File: config.mk
export PLATFORM = sky130hd
export DESIGN_NAME = fetch_unit
export DESIGN_NICKNAME = d
export VERILOG_FILES = /design/src/rtl/fetch_unit.sv
export SDC_FILE = /design/constraint.sdc
export NUM_CORES = 1
export LEC_CHECK = 0
export BUFFER_PORTS_ARGS = -buffer_cell sky130_fd_sc_hd__buf_2
export CORE_AREA = 2 2 155 157
export CTS_BUF_LIST = sky130_fd_sc_hd__clkbuf_16
export CTS_CLUSTER_DIAMETER = 50
export DETAILED_ROUTE_END_ITERATION = 8
export DIE_AREA = 0 0 157 159
export GPL_TIMING_DRIVEN = 0
export HOLD_SLACK_MARGIN = 0.02
export PLACE_DENSITY_LB_ADDON = 0.3
export SLEW_MARGIN = 20
export SYNTH_ARGS = -nofsm -noshare
export SYNTH_HDL_FRONTEND = slang
export SYNTH_SLANG_ARGS = --single-unit
File: constraint.sdc
create_clock -name clock -period 5.5 [get_ports clock]
set_input_delay 0.55 -clock clock [delete_from_list [all_inputs] [get_ports clock]]
set_output_delay 0.55 -clock clock [all_outputs]
set_load 0.05 [all_outputs]
File: src/rtl/fetch_unit.sv
// Instruction fetch front end: owns the PC, drives imem_addr and buffers fetched
// words in a 2-entry valid/ready queue. Optional macro: FETCH_JUMP_PREDECODE_EN.
module fetch_unit #(
  parameter logic [31:0] RESET_PC = 32'h0040_0000
) (
  input  logic        clock,
  input  logic        reset,
  output logic [31:0] imem_addr,
  input  logic [31:0] imem_data,
  input  logic        redirect_valid,
  input  logic [31:0] redirect_target,
  output logic        out_valid,
  input  logic        out_ready,
  output logic [31:0] out_inst,
  output logic [31:0] out_pc,
  output logic [31:0] out_pc_plus4,
  output logic        halted
);

  logic [31:0] pc_q, pc_d;
  logic [1:0]  count_q, count_d;
  logic        halted_q, halted_d;
  logic [31:0] inst0_q, inst0_d, pc0_q, pc0_d;
  logic [31:0] inst1_q, inst1_d, pc1_q, pc1_d;

  logic        pop_s;
  logic        fetch_en_s;
  logic        push_s;
  logic        is_jump_s;
  logic [31:0] seq_pc_s;
  logic [31:0] fetch_next_pc_s;

  // Handshake, fetch qualification and the PC that follows a successful fetch.
  always_comb begin
    pop_s      = (count_q != 2'd0) && out_ready;
    fetch_en_s = !halted_q && !redirect_valid && ((count_q < 2'd2) || pop_s);
    push_s     = fetch_en_s && (imem_data != 32'd0);
    seq_pc_s   = pc_q + 32'd4;
`ifdef FETCH_JUMP_PREDECODE_EN
    is_jump_s  = (imem_data[31:26] == 6'h02) || (imem_data[31:26] == 6'h03);
`else
    is_jump_s  = 1'b0;
`endif
    if (is_jump_s) begin
      fetch_next_pc_s = {seq_pc_s[31:28], imem_data[25:0], 2'b00};
    end else begin
      fetch_next_pc_s = seq_pc_s;
    end
  end

  // Next-state for PC, halt flag and the FIFO (entry 0 is always the head).
  always_comb begin
    pc_d     = pc_q;
    count_d  = count_q;
    halted_d = halted_q;
    inst0_d  = inst0_q;
    pc0_d    = pc0_q;
    inst1_d  = inst1_q;
    pc1_d    = pc1_q;
    if (redirect_valid) begin
      // A same-cycle pop still completes; the flush drops everything else.
      count_d  = 2'd0;
      pc_d     = {redirect_target[31:2], 2'b00};
      halted_d = 1'b0;
    end else begin
      if (push_s) begin
        pc_d = fetch_next_pc_s;
      end else if (fetch_en_s) begin
        halted_d = 1'b1;
      end else begin
        pc_d = pc_q;
      end
      case ({push_s, pop_s})
        2'b10: begin
          case (count_q)
            2'd0: begin
              inst0_d = imem_data;
              pc0_d   = pc_q;
              count_d = 2'd1;
            end
            2'd1: begin
              inst1_d = imem_data;
              pc1_d   = pc_q;
              count_d = 2'd2;
            end
            default: count_d = count_q;
          endcase
        end
        2'b01: begin
          inst0_d = inst1_q;
          pc0_d   = pc1_q;
          count_d = count_q - 2'd1;
        end
        2'b11: begin
          if (count_q == 2'd1) begin
            inst0_d = imem_data;
            pc0_d   = pc_q;
          end else begin
            inst0_d = inst1_q;
            pc0_d   = pc1_q;
            inst1_d = imem_data;
            pc1_d   = pc_q;
          end
        end
        default: count_d = count_q;
      endcase
    end
  end

  // State registers with synchronous reset.
  always_ff @(posedge clock) begin
    if (reset) begin
      pc_q     <= RESET_PC;
      count_q  <= 2'd0;
      halted_q <= 1'b0;
      inst0_q  <= 32'd0;
      pc0_q    <= 32'd0;
      inst1_q  <= 32'd0;
      pc1_q    <= 32'd0;
    end else begin
      pc_q     <= pc_d;
      count_q  <= count_d;
      halted_q <= halted_d;
      inst0_q  <= inst0_d;
      pc0_q    <= pc0_d;
      inst1_q  <= inst1_d;
      pc1_q    <= pc1_d;
    end
  end

  assign imem_addr    = pc_q;
  assign out_valid    = (count_q != 2'd0);
  assign out_inst     = inst0_q;
  assign out_pc       = pc0_q;
  assign out_pc_plus4 = pc0_q + 32'd4;
  assign halted       = halted_q;

endmodule

==> flow_summary.rst, run 1 <==
.. list-table::
   :header-rows: 1

   * - Metric
     - Value
   * - Cell at the root of the clock tree
     - sky130_fd_sc_hd__clkbuf_16
   * - Largest net degree at the start of global routing
     - 17
   * - Static Leakage
     - 0.003652 uW
   * - Routing usage on met3
     - 3.402%
   * - Count of synthesis-stage warnings from yosys
     - 0
   * - Number of synthesized flops with an enable pin
     - 0
   * - Starting density of the core
     - 31.82%
   * - Max Transition Viols Final
     - 0
   * - Filler cell count in the final layout
     - 2425
   * - Source of the worst register-to-register timing path
     - count_q[1]
   * - Sum of negative setup slack
     - 0 ns
   * - Vertical die dimension
     - 159 um
   * - First-pass GRT wire length
     - 36.65 mm
   * - Data arrival time of the critical path
     - 4.37 ns
   * - Clock latency reported for the late side of the worst-skew pair
     - 0.43 ns
   * - Proportion of synthesized chip area in sequential cells
     - 43.67%
   * - Area Growth Syn to Fin
     - 26.60%
   * - Number of H-tree levels
     - 4
   * - Share of synthesized registers carrying an async set or reset
     - 0%
   * - HPWL after detailed placement
     - 17.61 mm
   * - Power per unit of standard cell area
     - 333.9 mW/mm2
   * - Total global routing overflow
     - 0
   * - RSZ-0062 raised after global routing
     - false
   * - Actual transition at the worst max-transition pin
     - 0.7413 ns
   * - Gate count of the mapped netlist
     - 898
   * - Internal Power
     - 2098 uW
   * - Post-route fraction of the period consumed by the critical path
     - 73.51%
   * - Max VDD drop
     - 0.0002152 V
   * - Core area
     - 0.02319 mm2
   * - Met1 layer usage reported by global route
     - 25.65%
   * - Number of gates resized after CTS
     - 0
   * - Clock-pin transition on the worst setup and hold timing paths
     - 0.06 ns
   * - Final worst path period need
     - 4.043 ns
   * - Clock share of power
     - 38.7%
   * - Top flip-flop cell by instance count after synthesis
     - sky130_fd_sc_hd__dfxtp_1
   * - Number of antenna violations at the first check in global routing
     - 1
   * - Fraction of power spent switching nets
     - 32.75%
   * - Antenna Violating Nets Remaining
     - 0
   * - RD Place Congestion
     - 0.8536
   * - Pre-Repair DR Iteration Count
     - 5
   * - Number of synthesized register bits
     - 161
   * - X dimension of the die
     - 157 um
   * - Number of buffers inserted by port buffering
     - 192
   * - Count of boundary I/O pins
     - 198
   * - Slew HR
     - 50.58%
   * - Switching power total
     - 1022 uW
   * - Final setup violating endpoints
     - 0
   * - Reg2reg end
     - out_pc[3]
   * - DRT iter0 DRCs
     - 443
   * - Startpoint kind of the worst setup timing path
     - input port
   * - Hold Vio Cnt, Final
     - 0
   * - Fraction of layout instances using a drive strength above 1
     - 22.06%
   * - Multi-input gate area in the final layout
     - 0.003810 mm2
   * - Hold path start
     - imem_data[24]
   * - Max Freq
     - 247.3 MHz
   * - Total Nets Final
     - 1187
   * - Outcome
     - finished, final reports clean
   * - Sequential share of power
     - 41.8%
   * - Setup slack, reg-to-reg
     - 1.52 ns
   * - GRT Overall Usage
     - 18.78%
   * - Combinational power share
     - 19.5%
   * - Number of CTS-inserted buffers
     - 17
   * - Source of the critical timing path
     - imem_data[0]
   * - Path category of the worst min-delay check
     - in -> reg
   * - Aggregate routed wire length
     - 23.65 mm
   * - Sequential cell area in the final layout
     - 0.003223 mm2
   * - Met2 track utilization from global routing
     - 30.04%
   * - Smallest hold slack
     - 0.3815 ns
   * - Number of remaining DRC errors
     - 0
   * - Length in cells of the worst reg-to-reg path
     - 14
   * - Critical Setup Path Class
     - in -> reg
   * - Post-CTS setup buffer count
     - 0
   * - Number of rows created at floorplan
     - 56
   * - End of the worst hold path
     - inst1_q[24]
   * - Clock tree from TritonCTS
     - yes
   * - Via count of the first global-routing pass
     - 6534
   * - WL/cell
     - 16.38 um
   * - Unique masters post-synth
     - 50
   * - Number of violations of the max-capacitance limit
     - 0
   * - Most crowded layer after global routing
     - met2
   * - Buffer levels on the longest clock path
     - 2
   * - CP Capture Type
     - flip-flop
   * - Worst setup skew after layout
     - 0.009559 ns
   * - Average instance area after synthesis
     - 8.219 um2
   * - Area of the mapped netlist
     - 0.007381 mm2
   * - Worst hold path depth
     - 3
   * - Vias
     - 7220
   * - CP max FO
     - 10
   * - Total number of clock tree sinks
     - 161
   * - Floorplan die area
     - 0.02496 mm2
   * - Endpoint required time on the critical path
     - 5.82 ns
   * - Number of hold-repair buffers added at the cts stage
     - 0
   * - Via-to-Cell Ratio
     - 5.000
## power by group through the flow
stage | logic [uW] | registers [uW] | clock network [uW]
CTS | 610 | 1300 | 1230
finish | 608 | 1300 | 1210
global placement | 605 | 1330 | 0
global route | 649 | 1310 | 1280
detailed placement | 609 | 1330 | 0
floorplan | 261 | 1490 | 0
## area by class of cell
type	count	share of cell area [%]
diodes	1	0.02678
plain buffers	72	3.200
clock buffers	17	4.553
clock inverters	15	1.754
inverters	14	0.5624
multi-input cells	652	40.77
flip-flops and latches	161	34.49
well taps	319	4.272
repair buffers	193	10.36
## worst max-delay path, cell delays in order
cell                       delay [ns]
sky130_fd_sc_hd__buf_2           0.12
sky130_fd_sc_hd__nor4_1          0.44
sky130_fd_sc_hd__nand4_1         0.31
sky130_fd_sc_hd__o21a_1          0.25
sky130_fd_sc_hd__buf_2           0.19
sky130_fd_sc_hd__buf_2           0.22
sky130_fd_sc_hd__nand2_1         0.15
sky130_fd_sc_hd__inv_1           0.08
sky130_fd_sc_hd__ha_1            0.22
sky130_fd_sc_hd__a211oi_1        0.39
sky130_fd_sc_hd__clkbuf_1        0.59
sky130_fd_sc_hd__clkbuf_1        0.51
sky130_fd_sc_hd__nor2_1          0.08
sky130_fd_sc_hd__a211oi_1        0.26
## flip-flops by register name, summed over array words and instances (netlist names)
signal,count
halted,1
out_pc,32
out_inst,32
imem_addr,30
count_q,2
inst1_q,32
pc1_q,32
## layout by cell type (no fill, tap or decap), drive strengths merged, types with 15 or more instances in the layout
cell type / instances
a211oi: 82
a21oi: 77
a22oi: 62
buf: 205
clkbuf: 77
dfxtp: 161
inv: 19
nand2: 158
nand3: 25
nand4: 15
nor2: 98
xnor2: 28
xor2: 25
## Yosys cell counts (2+ instances only)
library cell | n | area [um2]
sky130_fd_sc_hd__dfxtp_1 | 161 | 3223
sky130_fd_sc_hd__nand2_1 | 157 | 589.3
sky130_fd_sc_hd__a311oi_1 | 3 | 26.28
sky130_fd_sc_hd__nor3b_1 | 2 | 15.01
sky130_fd_sc_hd__buf_4 | 5 | 37.54
sky130_fd_sc_hd__nand4_1 | 15 | 93.84
sky130_fd_sc_hd__a21oi_2 | 2 | 17.52
sky130_fd_sc_hd__a22oi_1 | 62 | 465.5
sky130_fd_sc_hd__nand3_1 | 22 | 110.1
sky130_fd_sc_hd__nor4_2 | 2 | 25.02
sky130_fd_sc_hd__ha_1 | 8 | 100.1
sky130_fd_sc_hd__and4_1 | 4 | 35.03
sky130_fd_sc_hd__or3_1 | 4 | 25.02
sky130_fd_sc_hd__a2111oi_2 | 2 | 30.03
sky130_fd_sc_hd__and3_1 | 6 | 37.54
sky130_fd_sc_hd__nor2_1 | 98 | 367.9
sky130_fd_sc_hd__buf_1 | 4 | 15.01
sky130_fd_sc_hd__a21oi_1 | 75 | 375.4
sky130_fd_sc_hd__nor4_1 | 10 | 62.56
sky130_fd_sc_hd__nand3_2 | 2 | 20.02
sky130_fd_sc_hd__clkbuf_1 | 60 | 225.2
sky130_fd_sc_hd__a211oi_1 | 81 | 608.1
sky130_fd_sc_hd__xor2_1 | 25 | 219.0
sky130_fd_sc_hd__xnor2_1 | 28 | 245.2
sky130_fd_sc_hd__inv_1 | 14 | 52.55
sky130_fd_sc_hd__o21bai_1 | 6 | 45.04
sky130_fd_sc_hd__nor3_1 | 10 | 50.05
sky130_fd_sc_hd__o21ai_0 | 4 | 20.02
sky130_fd_sc_hd__nand2b_1 | 3 | 18.77
sky130_fd_sc_hd__o21a_1 | 2 | 15.01
sky130_fd_sc_hd__buf_2 | 2 | 10.01
## through the flow
stage	instances	setup slack, ns	utilization (%)	power [uW]	instance area, um2
floorplan	899	2.118	-	1755	7385
CTS	1443	1.415	40.28	3142	9341
detailed placement	1411	1.031	37.74	1937	8752
finish	1444	1.457	40.29	3120	9344
global route	1444	1.182	40.29	3243	9344
global placement	1410	1.001	37.71	1932	8745
## cell families after synthesis
| group | after synthesis | synth area share (%) |
|---|---|---|
| adder cells (fa/ha/maj) | 8 | 1.356 |
| buffers and inverters | 86 | 4.764 |
| flip-flops | 161 | 43.67 |
| AO/OA/AOI/OAI | 242 | 22.36 |
| other | 1 | 0.05081 |
| XOR/XNOR | 53 | 6.289 |
| AND/OR/NAND/NOR | 347 | 21.51 |
## metal layers
layer	share of wire, %	vias up
met2	47	221
met4	2.1	0
met5	0	-
met1	47	3383
li1	-	3586
met3	4.5	30
## worst max-delay path by stage
stage,to
floorplan,out_pc_plus4[28]
global placement,inst1_q[26]
detailed placement,out_inst[27]
CTS,out_pc[3]
global route,out_pc[3]
finish,out_pc[3]
(Power assumes the default switching activity.)
==> inputs of run 2 (changes only) <==
Clock period 5.5 ns to 3.4 ns, I/O delays scaled along.
==> flow_summary.rst, run 2 (synthesis results as in run 1) <==
.. list-table::
   :header-rows: 1

   * - Metric
     - Value
   * - Outcome
     - finished, final reports clean
   * - Top Metal Used
     - met4
   * - Largest net degree at the start of global routing
     - 17 (unchanged)
   * - Number of antenna violations at the first check in global routing
     - 3 (+2)
   * - Starting density of the core
     - 31.82% (unchanged)
   * - Slew HR
     - 55.59% (+5.0 points)
   * - Utilization after layout
     - 40.90% (+0.62 points)
   * - Clock tree from TritonCTS
     - yes
   * - WL/cell
     - 16.33 um (-0.31%)
   * - Hold Vio Cnt, Final
     - 0 (unchanged)
   * - Most common cell after layout, fill and taps aside
     - sky130_fd_sc_hd__buf_2
   * - Routed length on met2
     - 10.97 mm (-0.32%)
   * - Sum of buffers and inverters on the critical path
     - 5 (-1)
   * - Core area
     - 0.02319 mm2 (unchanged)
   * - Via count of the first global-routing pass
     - 6582 (+0.73%)
   * - Source of the worst register-to-register timing path
     - count_q[1]
   * - Data arrival time of the critical path
     - 3.47 ns (-0.90 ns)
   * - Worst setup skew after layout
     - 0.01024 ns (+0.0006837 ns)
   * - Critical Setup Path Class
     - reg -> reg
   * - Total global routing overflow
     - 0 (unchanged)
   * - Aggregate routed wire length
     - 23.68 mm (+0.11%)
   * - CP max FO
     - 10 (unchanged)
   * - Number of violations of the max-capacitance limit
     - 0 (unchanged)
   * - Internal Power
     - 3404 uW (+62%)
   * - CP Capture Type
     - flip-flop
   * - Startpoint kind of the worst setup timing path
     - flip-flop
   * - Clock share of power
     - 38.8% (about the same)
   * - Max Transition Viols Final
     - 0 (unchanged)
   * - Endpoint of the worst setup timing path
     - out_pc[3]
   * - Switching power total
     - 1662 uW (+63%)
   * - Buffer levels on the longest clock path
     - 2 (unchanged)
   * - Source of the critical timing path
     - count_q[1]
   * - Fraction of layout instances using a drive strength above 1
     - 25.98% (+3.9 points)
   * - Cell at the root of the clock tree
     - sky130_fd_sc_hd__clkbuf_16
   * - First-pass GRT wire length
     - 36.71 mm (+0.19%)
   * - Delay contributed by the slowest stage of the critical path
     - 0.38 ns (-0.21 ns)
   * - RSZ-0062 raised after global routing
     - false
   * - Number of rows created at floorplan
     - 56 (unchanged)
   * - Area Growth Syn to Fin
     - 28.53%
   * - Logic depth of the worst path, buffers included
     - 14 (unchanged)
   * - Post-route met1 wirelength
     - 11.05 mm (-0.17%)
   * - Final setup violating endpoints
     - 0 (unchanged)
   * - Kind of cell with the highest combined delay on the critical path
     - buffers and inverters
   * - Count of boundary I/O pins
     - 198 (unchanged)
   * - Final worst path period need
     - 3.150 ns
   * - Smallest hold slack
     - 0.1716 ns (-0.2100 ns)
   * - Reg2reg end
     - out_pc[3]
   * - Number of hold-repair buffers added at the cts stage
     - 0 (unchanged)
   * - Critical path's most frequent cell
     - sky130_fd_sc_hd__ha_1
   * - Most used cells in the layout excluding fill and tap cells
     - sky130_fd_sc_hd__buf_2, sky130_fd_sc_hd__dfxtp_1, sky130_fd_sc_hd__nand2_1, sky130_fd_sc_hd__nor2_1, sky130_fd_sc_hd__a211oi_1
   * - Vias
     - 7250 (+0.42%)
   * - Critical path cell sequence
     - inv_1, ha_1, nand2b_4, a21oi_2, o21a_1, clkbuf_4, buf_6, nand2_1, ha_1, a211oi_2, clkbuf_8, clkbuf_2, nor2_1, a211oi_1
   * - Sum of negative setup slack
     - 0 ns (unchanged)
   * - Actual transition at the worst max-transition pin
     - 0.6661 ns (-0.07518 ns)
   * - Number of CTS-inserted buffers
     - 17 (unchanged)
   * - Static Leakage
     - 0.003802 uW (+4.1%)
   * - Total number of clock tree sinks
     - 161 (unchanged)
   * - Total Nets Final
     - 1191 (+0.34%)
   * - Via-to-Cell Ratio
     - 5.000 (unchanged)
   * - HPWL after detailed placement
     - 17.61 mm (unchanged)
   * - Pre-Repair DR Iteration Count
     - 5 (unchanged)
   * - Clock latency reported for the late side of the worst-skew pair
     - 0.43 ns (about the same)
   * - X dimension of the die
     - 157 um (unchanged)
   * - Combinational power share
     - 19.6% (about the same)
   * - Power per unit of standard cell area
     - 534.0 mW/mm2 (+60%)
   * - GRT Overall Usage
     - 18.79% (about the same)
   * - Setup slack, reg-to-reg
     - 0.25 ns (-1.27 ns)
   * - Floorplan die area
     - 0.02496 mm2 (unchanged)
   * - Sequential share of power
     - 41.6% (-0.2 points)
   * - Number of H-tree levels
     - 4 (unchanged)
   * - Max Freq
     - 317.4 MHz
   * - Fraction of power spent switching nets
     - 32.80% (+0.056 points)
   * - DRT iter0 DRCs
     - 474 (+7.0%)
   * - Max VDD drop
     - 0.0003454 V (+60%)
   * - Endpoint required time on the critical path
     - 3.72 ns (-2.10 ns)
   * - Path category of the worst min-delay check
     - in -> reg
   * - Antenna Violating Nets Remaining
     - 0 (unchanged)
   * - Clock-pin transition on the worst setup and hold timing paths
     - 0.07 ns (about the same)
   * - Length in cells of the worst reg-to-reg path
     - 14 (unchanged)
   * - Met3 routed wirelength
     - 1.145 mm (+6.7%)
   * - Number of remaining DRC errors
     - 0 (unchanged)
   * - Post-route fraction of the period consumed by the critical path
     - 92.66%
   * - Worst path slowest cell
     - sky130_fd_sc_hd__dfxtp_1
   * - RD Place Congestion
     - 0.8536 (unchanged)
   * - Vertical die dimension
     - 159 um (unchanged)
   * - Number of buffers inserted by port buffering
     - 192 (unchanged)
-- run 2: changes by cell type in the layout (fill, tap and decap cells not counted), sizes merged --
| cell | change |
|---|---|
| buf | +6 |
| diode | +2 |
| clkbuf | -2 |
-- run 2: what timing repair did --
action / CTS / global route
cloned: 0 / 0
setup buffers: 3 / 1
gates resized for setup: 40 / 29
setup endpoints to repair: 126 / 113
pin swaps: 1 / 1
-- run 2: cell type report --
type                            instances  area [um2]
Clock inverter                         15       163.9
Inverter                               14       52.55
Clock buffer                           17       425.4
Tap cell                              319       399.1
Fill cell                            2418       13710
Buffer                                 72       377.9
Sequential cell                       161        3223
Antenna cell                            3       7.507
Timing Repair Buffer                  197       998.5
Multi-Input combinational cell        652        3839
-- run 2: power by group through the flow --
| stage | Sequential, uW | Clock (uW) | Combinational (uW) |
|---|---|---|---|
| finish | 2110 | 1960 | 994 |
| global route | 2120 | 2070 | 1060 |
| CTS | 2110 | 1990 | 997 |
| detailed placement | 2150 | 0 | 985 |
| global placement | 2150 | 0 | 979 |
| floorplan | 2420 | 0 | 422 |
-- run 2: layer usage --
metal,vias up,global-route usage [%]
met2,229,29.84
met5,-,0
met1,3394,25.65
met3,30,3.402
li1,3597,-
met4,0,6.297
-- run 2: how the worst min path moves through the flow --
stage,endpoint,cells past startpoint,slack [ns],from
4_1_cts,inst1_q[9],3,0.16,imem_data[9]
5_1_grt,inst1_q[20],3,0.16,imem_data[20]
6_report,inst1_q[9],3,0.17,imem_data[9]
2_1_floorplan,inst1_q[0],2,0.44,inst1_q[0]
3_5_place_dp,inst1_q[0],2,0.45,inst1_q[0]
3_3_place_gp,pc1_q[27],2,0.44,pc1_q[27]
-- run 2: tightest hold or removal path, cell delays in order --
cell and delay (ns):
sky130_fd_sc_hd__buf_2 0.11, sky130_fd_sc_hd__nand2_1 0.05, sky130_fd_sc_hd__a21oi_1 0.05
-- run 2: through the flow --
stage | cells | power (uW) | setup WS (ns) | cell area (um2)
finish | 1450 | 5065 | 0.2496 | 9487
global route | 1450 | 5258 | 0.01633 | 9487
CTS | 1446 | 5092 | 0.03511 | 9443
detailed placement | 1411 | 3133 | -0.8594 | 8752
global placement | 1410 | 3126 | -0.8893 | 8745
floorplan | 899 | 2839 | 0.2284 | 7385
